`config.mk`:
```
export PLATFORM = sky130hd
export DESIGN_NAME = version_streamer
export DESIGN_NICKNAME = d
export VERILOG_FILES = /design/src/rtl/version_pkg.sv /design/src/rtl/version_stream_pkg.sv /design/src/rtl/version_frame_mux.sv /design/src/rtl/version_streamer.sv
export SDC_FILE = /design/constraint.sdc
export NUM_CORES = 1
export LEC_CHECK = 0
export BUFFER_PORTS_ARGS = -buffer_cell sky130_fd_sc_hd__buf_2
export CAP_MARGIN = 20
export CELL_PAD_IN_SITES_DETAIL_PLACEMENT = 0
export CELL_PAD_IN_SITES_GLOBAL_PLACEMENT = 1
export CORE_MARGIN = 5
export CORE_UTILIZATION = 39
export CTS_BUF_LIST = sky130_fd_sc_hd__clkbuf_16
export CTS_CLUSTER_DIAMETER = 120
export CTS_CLUSTER_SIZE = 8
export DETAILED_ROUTE_END_ITERATION = 8
export GPL_TIMING_DRIVEN = 0
export MAX_ROUTING_LAYER = met4
export PLACE_DENSITY = 0.8
export SYNTH_ARGS = -nofsm -noshare
export SYNTH_HDL_FRONTEND = slang
export SYNTH_SLANG_ARGS = --single-unit
```
`constraint.sdc`:
```
create_clock -name clk -period 2.5 [get_ports clk]
set_input_delay 0.125 -clock clk [delete_from_list [all_inputs] [get_ports clk]]
set_output_delay 0.125 -clock clk [all_outputs]
set_load 0.01 [all_outputs]
```
`src/rtl/version_pkg.sv`:
```
// Build identification fields consumed by the version streamer (BCD timestamp).
package version_pkg;

  localparam logic [7:0]  VERSION_MAJOR  = 8'd0;
  localparam logic [7:0]  VERSION_MINOR  = 8'd0;
  localparam logic [7:0]  VERSION_PATCH  = 8'd0;
  localparam logic [7:0]  VERSION_BUILD  = 8'd65;
  localparam logic [15:0] VERSION_YEAR   = 16'h2025;
  localparam logic [7:0]  VERSION_MONTH  = 8'h11;
  localparam logic [7:0]  VERSION_DAY    = 8'h10;
  localparam logic [7:0]  VERSION_HOUR   = 8'h11;
  localparam logic [7:0]  VERSION_MINUTE = 8'h22;
  localparam logic [7:0]  VERSION_SECOND = 8'h55;

endpackage

```
`src/rtl/version_stream_pkg.sv`:
```
// Shared constants and types for the version frame streamer.
package version_stream_pkg;

  localparam int unsigned FRAME_LEN_BASE  = 12;
  localparam int unsigned FRAME_LEN_CKSUM = 13;
  localparam int unsigned IDX_W           = 4;

  typedef logic [IDX_W-1:0] vs_idx_t;

  typedef enum logic {
    VS_IDLE = 1'b0,
    VS_SEND = 1'b1
  } vs_state_e;

  localparam logic [7:0] VS_SYNC_DEFAULT = 8'hA5;

endpackage

```
`src/rtl/version_frame_mux.sv`:
```
// Combinational frame-index to byte selector for the version frame.
// Optional macro VERSION_STREAMER_CHECKSUM_EN adds the checksum byte at index 12.
module version_frame_mux
  import version_stream_pkg::*;
  import version_pkg::*;
#(
  parameter logic [7:0] SYNC_BYTE = VS_SYNC_DEFAULT
) (
  input  logic [IDX_W-1:0] idx,
`ifdef VERSION_STREAMER_CHECKSUM_EN
  input  logic [7:0]       cksum,
`endif
  output logic [7:0]       frame_byte_c
);

  // Map frame position to its field value; unused positions read as zero.
  always_comb begin
    frame_byte_c = 8'h00;
    case (idx)
      4'd0:  frame_byte_c = SYNC_BYTE;
      4'd1:  frame_byte_c = VERSION_MAJOR;
      4'd2:  frame_byte_c = VERSION_MINOR;
      4'd3:  frame_byte_c = VERSION_PATCH;
      4'd4:  frame_byte_c = VERSION_BUILD;
      4'd5:  frame_byte_c = VERSION_YEAR[15:8];
      4'd6:  frame_byte_c = VERSION_YEAR[7:0];
      4'd7:  frame_byte_c = VERSION_MONTH;
      4'd8:  frame_byte_c = VERSION_DAY;
      4'd9:  frame_byte_c = VERSION_HOUR;
      4'd10: frame_byte_c = VERSION_MINUTE;
      4'd11: frame_byte_c = VERSION_SECOND;
`ifdef VERSION_STREAMER_CHECKSUM_EN
      4'd12: frame_byte_c = cksum;
`endif
      default: frame_byte_c = 8'h00;
    endcase
  end

endmodule

```
`src/rtl/version_streamer.sv`:
```
// Streams the build identification frame over a valid/ready byte interface.
// Optional macro VERSION_STREAMER_CHECKSUM_EN appends an XOR checksum byte.
module version_streamer
  import version_stream_pkg::*;
#(
  parameter logic [7:0] SYNC_BYTE = VS_SYNC_DEFAULT
) (
  input  logic       clk,
  input  logic       rst_n,
  input  logic       req_i,
  output logic       busy_o,
  output logic       done_o,
  output logic [7:0] m_data_o,
  output logic       m_valid_o,
  input  logic       m_ready_i
);

`ifdef VERSION_STREAMER_CHECKSUM_EN
  localparam int unsigned FRAME_LEN = FRAME_LEN_CKSUM;
`else
  localparam int unsigned FRAME_LEN = FRAME_LEN_BASE;
`endif
  localparam vs_idx_t LAST_IDX = IDX_W'(FRAME_LEN - 1);

  vs_state_e  state_q, state_d;
  vs_idx_t    idx_q, idx_d;
  logic       done_d;
  logic [7:0] mux_byte_c;
  logic [7:0] data_d;
`ifdef VERSION_STREAMER_CHECKSUM_EN
  logic [7:0] cksum_q, cksum_d;
`endif

  // Byte for the index that will be presented after the next edge.
  version_frame_mux #(
    .SYNC_BYTE(SYNC_BYTE)
  ) u_mux (
    .idx         (idx_d),
`ifdef VERSION_STREAMER_CHECKSUM_EN
    .cksum       (cksum_d),
`endif
    .frame_byte_c(mux_byte_c)
  );

  // Next-state, index, checksum and output-data decode.
  always_comb begin
    state_d = state_q;
    idx_d   = idx_q;
    done_d  = 1'b0;
`ifdef VERSION_STREAMER_CHECKSUM_EN
    cksum_d = cksum_q;
`endif
    case (state_q)
      VS_IDLE: begin
        if (req_i) begin
          state_d = VS_SEND;
          idx_d   = '0;
`ifdef VERSION_STREAMER_CHECKSUM_EN
          cksum_d = 8'h00;
`endif
        end
      end
      VS_SEND: begin
        if (m_valid_o && m_ready_i) begin
          if (idx_q == LAST_IDX) begin
            state_d = VS_IDLE;
            idx_d   = '0;
            done_d  = 1'b1;
          end else begin
            idx_d = idx_q + IDX_W'(1);
`ifdef VERSION_STREAMER_CHECKSUM_EN
            // SYNC is excluded; the checksum byte itself is the last index.
            if (idx_q != '0) begin
              cksum_d = cksum_q ^ m_data_o;
            end
`endif
          end
        end
      end
      default: state_d = VS_IDLE;
    endcase
    data_d = (state_d == VS_SEND) ? mux_byte_c : 8'h00;
  end

  // State, index and registered stream outputs.
  always_ff @(posedge clk or negedge rst_n) begin
    if (!rst_n) begin
      state_q   <= VS_IDLE;
      idx_q     <= '0;
      busy_o    <= 1'b0;
      m_valid_o <= 1'b0;
      done_o    <= 1'b0;
      m_data_o  <= 8'h00;
    end else begin
      state_q   <= state_d;
      idx_q     <= idx_d;
      busy_o    <= (state_d == VS_SEND);
      m_valid_o <= (state_d == VS_SEND);
      done_o    <= done_d;
      m_data_o  <= data_d;
    end
  end

`ifdef VERSION_STREAMER_CHECKSUM_EN
  // Running XOR of accepted payload bytes.
  always_ff @(posedge clk or negedge rst_n) begin
    if (!rst_n) begin
      cksum_q <= 8'h00;
    end else begin
      cksum_q <= cksum_d;
    end
  end
`endif

endmodule

```
==> impl_metrics.csv, run 1 <==
group,metric,value,unit
status,outcome,"complete, no violations",
drt,drt-initial-drc-count,5,
place,post-place-ws,626,ps
synth,synth_area_per_cell,10.7,µm²
synth,ys_warn_count,0,
drt,vias,521,
critical_path,cp_cell_sequence,"ha_1 -> mux2_1 -> a22o_1 -> buf_6 -> ha_1 -> o2bb2ai_2",
place,dpl_cell_area,795,µm²
critical_path,reg2reg_from,"idx_q[0]",
floorplanning,fp.dieH,52.3,µm
critical_path,reg2reg_to,"m_data_o[5]",
hold_path,hold_class,"in2reg",
global_route,grt_first_pass_wirelength,2160,µm
floorplanning,start_util,40.9,%
sta,slew_violations,0,
finish,mostFrequentLayoutCells,"dfrtp_1, buf_2, nor2_1",
global_route,grt-ovfl-total,0,
clock_tree,cts_max_path_buffers,2,
finish,fin_util,51.7,%
floorplanning,coreArea,1710,µm²
hold_path,min_to,"idx_q[0]",
critical_path,cp.required,2620,ps
global_route,track_usage,11.2,%
power_and_ir_drop,p_leak,0.434,nW
hold_path,hp-start,"m_ready_i",
place,portBuffers,13,
clock_tree,clock_latency,240,ps
critical_path,crit_slowest_cell,"dfrtp_1",
sta,fmax,536,MHz
drt,wl,1290,µm
global_route,grt_pass1_vias,495,
synth,synth_cells,65,
sta,whs,244,ps
drt,drc_errors,0,
clock_tree,clk_pin_slew_worst_paths,40,ps
sta,finalWorstSetupSlack,633,ps
critical_path,endpoint_kind,"register",
clock_tree,root_buffer,"clkbuf_16",
synth,synth_top_family_by_area,"simple AND/OR/NAND/NOR gates",
finish,area_growth,26.5,%
hold_path,hold_depth,3,
drt,postRouteAntennaNets,0,
synth,yosys-mux-area-fraction,5.91,%
clock_tree,clock-sinks,13,
critical_path,reg2reg_depth,6,
floorplanning,ios,15,
synth,synthesis.area,698,µm²
synth,synth-seq-cells,13,
synth,synth_xor_area_share,2.51,%
finish,finalNonFillerCells,108,
critical_path,crit_fanout,8,
synth,yosys_most_used_dff,"dfrtp_1",
drt,dr.pass1.iters,4,
sta,report.final.hold_viol_count,0,
sta,skew,3.64,ps
critical_path,cpMostUsedCell,"ha_1",
clock_tree,cts_made_buffers,3,
synth,ys_seq_area_share,46.6,%
power_and_ir_drop,peakVddDrop,0.000442,V
sta,timing.final.crit_share,74.7,%
finish,nFillCells,156,
finish,final_cell_area,883,µm²
finish,multi_input_area,335,µm²
synth,synth_fp_nets,71,
place,dp.cells,103,
critical_path,critical-path-max-stage-delay,410,ps
finish,layout-drive-gt1-share,30.1,%
clock_tree,cts_tree,"yes",
critical_path,cp_top_family,"adder cells",
synth,synth_cell_type_count,35,
synth,synth_compound_area_share,16.1,%
floorplanning,rows,15,
synth,synth-adder-area-share,3.58,%
critical_path,r2r_slack,630,ps
clock_tree,htreeDepth,1,
synth,synthSimpleGateAreaFrac,19.4,%
floorplanning,dieArea,2740,µm²
finish,layout.nets,90,
sta,setup_violations,0,
critical_path,worstSetupStartpointType,"register",
drt,viasPerCell,4.82,
finish,regArea,325,µm²
global_route,grt_max_degree,14,
critical_path,crit_arrival,1980,ps
synth,synth-edff-count,0,
drt,wl_per_cell,12.0,µm
place,gp_congestion,0.748,
sta,min_period,1870,ps
critical_path,crit_buf_inv,1,
sta,finalSetupTns,0,ps
power_and_ir_drop,power_density,1410,nW/µm²
place,dp_hpwl,958,µm
synth,async_reset_ff_share,100,%
sta,rsz0062_at_grt,"false",
flow_run,maxCapViolCount,0,
finish,n_antenna_cell,0,
power_and_ir_drop,power,1.24,mW
critical_path,path_class,"reg2reg",
global_route,antenna_found_initial,0,
floorplanning,dieWidth,52.3,µm
## state kept, by name, summed over array words and instances, names as in the netlist
register / flops
done_o: 1
idx_q: 4
m_data_o: 7
state_q: 1
## tightest hold or removal path, cell delays in order
cell,delay [ps]
buf_2,140
nand4b_1,120
nand2_1,50
## Yosys cell counts (2+ instances only)
| cell | count | area (µm²) |
|---|---|---|
| nand3_1 | 2 | 10.0 |
| nor2b_1 | 2 | 12.5 |
| nand3b_1 | 2 | 15.0 |
| a21oi_1 | 3 | 15.0 |
| ha_1 | 2 | 25.0 |
| dfrtp_1 | 13 | 325 |
| nor2_1 | 6 | 22.5 |
| nand2_1 | 5 | 18.8 |
| buf_4 | 2 | 15.0 |
| mux2_4 | 2 | 30.0 |
| inv_1 | 2 | 7.51 |
## where the power goes
group	switching (mW)	internal, mW
clock network	0.0802	0.210
registers	0.0526	0.291
logic	0.312	0.297
total	0.445	0.799
## per-layer routing
layer | up-vias | GRT usage, % | part of all wire (%)
li1 | 269 | - | -
met1 | 232 | 13.7 | 47
met2 | 18 | 17.6 | 46
met3 | 2 | 2.56 | 5.2
met4 | 0 | 5.11 | 1.3
met5 | - | - | 0
## how the worst max path moves through the flow
stage / cells past startpoint / to / start
3_5_place_dp: 6 / m_data_o[5] / idx_q[0]
5_1_grt: 6 / m_data_o[5] / idx_q[0]
6_report: 6 / m_data_o[5] / idx_q[0]
3_3_place_gp: 6 / m_data_o[5] / idx_q[0]
4_1_cts: 6 / m_data_o[5] / idx_q[0]
2_1_floorplan: 6 / m_data_o[5] / idx_q[0]
## what timing repair did
action                     CTS  global route
buffers inserted             0             0
hold buffers                 1             0
hold endpoints to repair    13             0
gates resized for setup      0             0
setup endpoints to repair    0             0
## layout make-up
cell class	count	share of cell area (%)
buffer	4	3.40
clock buffer	3	8.50
clock inverter	1	0.425
inverter	2	0.850
multi-input combinational	46	38.0
sequential	13	36.8
tap	25	3.54
timing repair buffer	14	8.50
## cell families (layout without fill, tap and decap cells)
kind of cell	count (synthesis)	count (layout)
xor+xnor	2	2
flops	13	13
mux	3	3
simple gates	24	24
fa+ha+maj	2	2
other cells	1	1
buf+inv	6	24
compound gates	14	14
Power figures use the tool's default switching activity.
==> run 2, diff against run 1 <==
--- a/config.mk
+++ b/config.mk
@@ -10,14 +10,14 @@
 export CELL_PAD_IN_SITES_DETAIL_PLACEMENT = 0
 export CELL_PAD_IN_SITES_GLOBAL_PLACEMENT = 1
 export CORE_MARGIN = 5
-export CORE_UTILIZATION = 39
+export CORE_UTILIZATION = 35
 export CTS_BUF_LIST = sky130_fd_sc_hd__clkbuf_16
 export CTS_CLUSTER_DIAMETER = 120
 export CTS_CLUSTER_SIZE = 8
 export DETAILED_ROUTE_END_ITERATION = 8
 export GPL_TIMING_DRIVEN = 0
 export MAX_ROUTING_LAYER = met4
-export PLACE_DENSITY = 0.8
+export PLACE_DENSITY = 0.77
 export SYNTH_ARGS = -nofsm -noshare
 export SYNTH_HDL_FRONTEND = slang
 export SYNTH_SLANG_ARGS = --single-unit
==> constraint.sdc (replaced) <==
create_clock -name clk -period 1.6 [get_ports clk]
set_input_delay 0.08 -clock clk [delete_from_list [all_inputs] [get_ports clk]]
set_output_delay 0.08 -clock clk [all_outputs]
set_load 0.01 [all_outputs]
==> run 2 against run 1 <==
Compared with the run above:
- highest routed layer unchanged
- the run now ends with negative setup slack left
- largest power group unchanged
- maximum frequency up 8.1%
- worst setup slack lost 760 ps
- largest cell class unchanged
- routed wire length grew 8.3%
- sequential cell count is the same
- die area rose by 9.2%
==> impl_metrics.csv, run 2 (same netlist as run 1, synthesis figures left out) <==
group,metric,value,unit
global_route,track_usage,10.2,%
global_route,grt_max_degree,14,
clock_tree,clk_pin_slew_worst_paths,50,ps
clock_tree,cts_made_buffers,3,
sta,whs,223,ps
sta,skew,2.44,ps
drt,drc_errors,0,
finish,layout-drive-gt1-share,43.5,%
place,portBuffers,13,
floorplanning,start_util,36.3,%
place,gp_congestion,0.752,
critical_path,worstSetupStartpointType,"register",
sta,timing.final.crit_share,108,%
drt,vias,545,
finish,final_cell_area,948,µm²
drt,wl,1400,µm
clock_tree,cts_max_path_buffers,2,
critical_path,crit_arrival,1890,ps
place,dpl_cell_area,816,µm²
critical_path,crit_fanout,8,
sta,fmax,579,MHz
finish,largest_register_ffs,7,
flow_run,maxCapViolCount,0,
clock_tree,clock-sinks,13,
power_and_ir_drop,power_density,2290,nW/µm²
sta,rsz0062_at_grt,"true",
drt,met2_length,711,µm
drt,wl_per_cell,12.5,µm
place,dp.cells,105,
drt,viasPerCell,4.87,
finish,area_growth,35.8,%
critical_path,endpoint_kind,"register",
drt,top_layer_used,"met4",
power_and_ir_drop,power,2.17,mW
status,outcome,"finished with violations",
critical_path,path_class,"reg2reg",
power_and_ir_drop,p_leak,0.462,nW
floorplanning,dieWidth,54.7,µm
drt,met1_length,626,µm
clock_tree,clock_latency,240,ps
finish,fin_util,49.3,%
global_route,grt_pass1_vias,495,
clock_tree,htreeDepth,1,
floorplanning,ios,15,
finish,regMostFlops,"m_data_o",
floorplanning,fp.dieH,54.7,µm
global_route,grt_first_pass_wirelength,2150,µm
place,post-place-ws,-165,ps
floorplanning,rows,16,
place,dp_hpwl,1010,µm
drt,met3WireLength,49,µm
finish,layout.nets,92,
sta,setup_violations,6,
clock_tree,root_buffer,"clkbuf_16",
hold_path,hold_class,"in2reg",
sta,min_period,1730,ps
finish,nFillCells,181,
critical_path,cp.required,1760,ps
sta,report.final.hold_viol_count,0,
sta,finalSetupTns,-540,ps
sta,slew_violations,0,
floorplanning,coreArea,1920,µm²
finish,mostFrequentLayoutCells,"dfrtp_1, buf_2, nor2_1",
global_route,antenna_found_initial,0,
clock_tree,cts_tree,"yes",
finish,finalNonFillerCells,112,
finish,reg.largest.list,"m_data_o (7), idx_q (4)",
drt,dr.pass1.iters,4,
status,failed_checks,"negative setup slack",
finish,n_antenna_cell,0,
global_route,grt-ovfl-total,0,
drt,drt-initial-drc-count,3,
floorplanning,dieArea,2990,µm²
sta,finalWorstSetupSlack,-126,ps
drt,postRouteAntennaNets,0,
power_and_ir_drop,peakVddDrop,0.000975,V
run 2: where the power goes:
group / internal, mW / leakage, nW / switching [mW]
Combinational: 0.592 / 0.256 / 0.589
Sequential: 0.454 / 0.164 / 0.0737
Clock: 0.329 / 0.0423 / 0.130
Total: 1.37 / 0.462 / 0.793
run 2: what timing repair did:
action | in CTS | in global routing
hold endpoints to repair | 13 | 0
setup endpoints to repair | 6 | 7
gates cloned | 0 | 0
hold buffers | 1 | 0
buffers inserted | 2 | 0
gates resized for setup | 1 | 7
run 2: path summary, 6_finish.rpt:
check	end	slack (ps)	depth (start not counted)	from
max	m_data_o[0]	-130	6	idx_q[0]
min	idx_q[3]	220	4	req_i
max reg2reg	m_data_o[0]	-130	6	idx_q[0]
min reg2reg	done_o	630	2	idx_q[3]
max in group asynchronous	m_data_o[0]	1100	2	rst_n
min in group asynchronous	idx_q[2]	270	2	rst_n
run 2: critical path, stage by stage (launching register included):
cell	delay, ps
dfrtp_1	390
ha_1	270
mux2_4	250
a22o_1	190
buf_6	150
mux2_4	300
o21ai_1	110
run 2: layout make-up:
cell class	count	area, µm²	area share [%]
timing repair buffer	16	90.1	9.50
inverter	2	7.51	0.792
clock inverter	1	3.75	0.396
buffer	4	31.3	3.30
tap	27	33.8	3.56
clock buffer	3	75.1	7.92
sequential	13	325	34.3
multi-input combinational	46	382	40.2
run 2: layer usage:
| layer | track usage [%] | vias to the layer above |
|---|---|---|
| li1 | - | 270 |
| met1 | 12.1 | 262 |
| met2 | 17.3 | 11 |
| met3 | 1.63 | 2 |
| met4 | 3.73 | 0 |
| met5 | - | - |
==> run 3, diff against run 2 <==
--- a/config.mk
+++ b/config.mk
@@ -5,7 +5,7 @@
 export SDC_FILE = /design/constraint.sdc
 export NUM_CORES = 1
 export LEC_CHECK = 0
-export BUFFER_PORTS_ARGS = -buffer_cell sky130_fd_sc_hd__buf_2
+export BUFFER_PORTS_ARGS = -buffer_cell sky130_fd_sc_hd__buf_4
 export CAP_MARGIN = 20
 export CELL_PAD_IN_SITES_DETAIL_PLACEMENT = 0
 export CELL_PAD_IN_SITES_GLOBAL_PLACEMENT = 1
@@ -17,7 +17,7 @@
 export DETAILED_ROUTE_END_ITERATION = 8
 export GPL_TIMING_DRIVEN = 0
 export MAX_ROUTING_LAYER = met4
-export PLACE_DENSITY = 0.77
+export PLACE_DENSITY_LB_ADDON = 0.08
 export SYNTH_ARGS = -nofsm -noshare
 export SYNTH_HDL_FRONTEND = slang
 export SYNTH_SLANG_ARGS = --single-unit
==> run 3 against run 2 <==
Compared with the run above:
- the flow still finishes with violations (negative setup slack)
- maximum frequency fell by 3.3%
- via count fell by 0.92%
- utilization rose by 1.9 points
- clock-buffer cell count did not move
- die area did not move
- clock power fell by 0.9%
- global-route usage rose by 2.0 points
- sequential cell count did not move
- total power rose by 3.9%
- clock skew barely moved
- cell count did not move
- worst setup slack got worse by 59 ps
==> impl_metrics.csv, run 3 (same netlist as run 1, synthesis figures left out) <==
group,metric,value,unit
status,outcome,"finished with violations",
status,failed_checks,"negative setup slack",
global_route,grt_first_pass_wirelength,2450,µm
place,dp.cells,105,
finish,final_cell_area,985,µm²
finish,regMostFlops,"m_data_o",
clock_tree,htreeDepth,1,
drt,drc_errors,0,
sta,finalWorstSetupSlack,-185,ps
hold_path,hold_depth,3,
place,dp_hpwl,1050,µm
clock_tree,root_buffer,"clkbuf_16",
critical_path,worstSetupStartpointType,"register",
place,dpl_cell_area,848,µm²
sta,setup_violations,6,
clock_tree,cts_tree,"yes",
critical_path,reg2reg_to,"m_data_o[5]",
finish,largest_register_ffs,7,
clock_tree,clock-sinks,13,
finish,n_antenna_cell,0,
place,gp_congestion,0.740,
sta,rsz0062_at_grt,"true",
finish,layout_commonest_cell,"buf_4",
clock_tree,cts_max_path_buffers,2,
finish,finalNonFillerCells,112,
critical_path,crit_fanout,8,
critical_path,critical-path-max-stage-delay,390,ps
drt,wl_per_cell,13.8,µm
floorplanning,start_util,36.3,%
sta,skew,2.69,ps
critical_path,r2r_slack,-190,ps
finish,layout-drive-gt1-share,42.4,%
sta,fmax,560,MHz
floorplanning,ios,15,
finish,mostFrequentLayoutCells,"buf_4, dfrtp_1, nor2_1",
hold_path,min_to,"idx_q[0]",
clock_tree,cts_made_buffers,3,
critical_path,reg2reg_from,"idx_q[1]",
floorplanning,coreArea,1920,µm²
hold_path,hold_class,"in2reg",
critical_path,crit_arrival,1950,ps
flow_run,maxCapViolCount,0,
global_route,grt_max_degree,14,
power_and_ir_drop,power_density,2290,nW/µm²
power_and_ir_drop,peakVddDrop,0.00132,V
finish,area_growth,41.0,%
floorplanning,dieArea,2990,µm²
floorplanning,fp.dieH,54.7,µm
floorplanning,rows,16,
critical_path,cp_cell_sequence,"ha_1 -> mux2_4 -> a22o_1 -> buf_6 -> mux2_4 -> o2bb2ai_2",
power_and_ir_drop,p_leak,0.481,nW
critical_path,reg2reg_depth,6,
drt,wl,1540,µm
drt,postRouteAntennaNets,0,
finish,layout.nets,92,
critical_path,path_class,"reg2reg",
sta,min_period,1790,ps
drt,dr.pass1.iters,4,
finish,reg.largest.list,"m_data_o (7), idx_q (4)",
global_route,antenna_found_initial,0,
drt,vias,540,
drt,drt-initial-drc-count,6,
critical_path,cpMostUsedCell,"mux2_4",
floorplanning,dieWidth,54.7,µm
sta,report.final.hold_viol_count,0,
place,portBuffers,13,
global_route,track_usage,12.3,%
drt,viasPerCell,4.82,
finish,nFillCells,177,
clock_tree,clk_pin_slew_worst_paths,40,ps
critical_path,crit_start,"idx_q[1]",
sta,slew_violations,0,
global_route,grt_pass1_vias,528,
sta,whs,190,ps
sta,timing.final.crit_share,112,%
critical_path,crit_slowest_cell,"dfrtp_1",
critical_path,cp.required,1760,ps
hold_path,hp-start,"m_ready_i",
clock_tree,clock_latency,240,ps
global_route,grt-ovfl-total,0,
critical_path,endpoint_kind,"register",
## run 3: cell count changes in the layout (fill, tap and decap cells not counted)
cell     previous run  this run
o21ai_1             1         0
buf_2              13         0
nor2b_1             1         2
o21ai_2             0         1
nor2b_2             1         0
nand2_4             0         1
nand2_2             2         0
buf_4               4        17
nand2_1             3         4
## run 3: layout make-up
cell class	count	area, µm²	area share (%)
timing repair buffer	16	123	12.5
inverter	2	7.51	0.762
clock inverter	1	3.75	0.381
buffer	4	31.3	3.18
tap	27	33.8	3.43
multi-input combinational	46	385	39.1
clock buffer	3	75.1	7.62
sequential	13	325	33.0
## run 3: layer usage
| metal | up-vias | track usage, % | routed length (µm) |
|---|---|---|---|
| li1 | 270 | - | - |
| met1 | 258 | 15.6 | 743 |
| met2 | 10 | 17.9 | 726 |
| met3 | 2 | 2.45 | 54 |
| met4 | 0 | 7.05 | 20 |
| met5 | - | - | 0 |
## run 3: worst max-delay path by stage
stage,to,slack (ps),cells after the start
floorplan,m_data_o[5],-110,6
global placement,m_data_o[0],-210,6
detailed placement,m_data_o[5],-200,6
CTS,m_data_o[5],-170,6
global route,m_data_o[5],-230,6
finish,m_data_o[5],-190,6
## run 3: worst max-delay path: cells and delay by family, from the launching register on
family / cells / cell delay (ps)
flip-flops: 1 / 390
buffers and inverters: 1 / 150
adder cells (fa/ha/maj): 1 / 300
AO/OA/AOI/OAI: 2 / 320
multiplexers: 2 / 550
## run 3: stage by stage
step                      util, %  total power [mW]  setup WS (ps)  setup TNS [ps]
after global routing         51.2              2.42           -227           -1180
after detailed placement     44.1              1.62           -198            -915
after global placement       44.1              1.62           -214           -1010
final                        51.2              2.25           -185            -851
after CTS                    50.1              2.18           -166            -729
after floorplan                 -              1.35           -107            -350
## run 3: report_power, final
| group | leakage [nW] | switching (mW) | internal [mW] |
|---|---|---|---|
| clock | 0.0423 | 0.127 | 0.328 |
| sequential | 0.164 | 0.0771 | 0.455 |
| combinational | 0.275 | 0.622 | 0.642 |
## run 3: repair_timing
| action | 4_1_cts | 5_1_grt |
|---|---|---|
| buffers inserted | 2 | 0 |
| endpoints found under the hold margin | 13 | 0 |
| cloned | 0 | 0 |
| setup endpoints to repair | 7 | 7 |
| gates resized for setup | 2 | 6 |
| pin swaps | 1 | 3 |
| hold buffers | 1 | 0 |
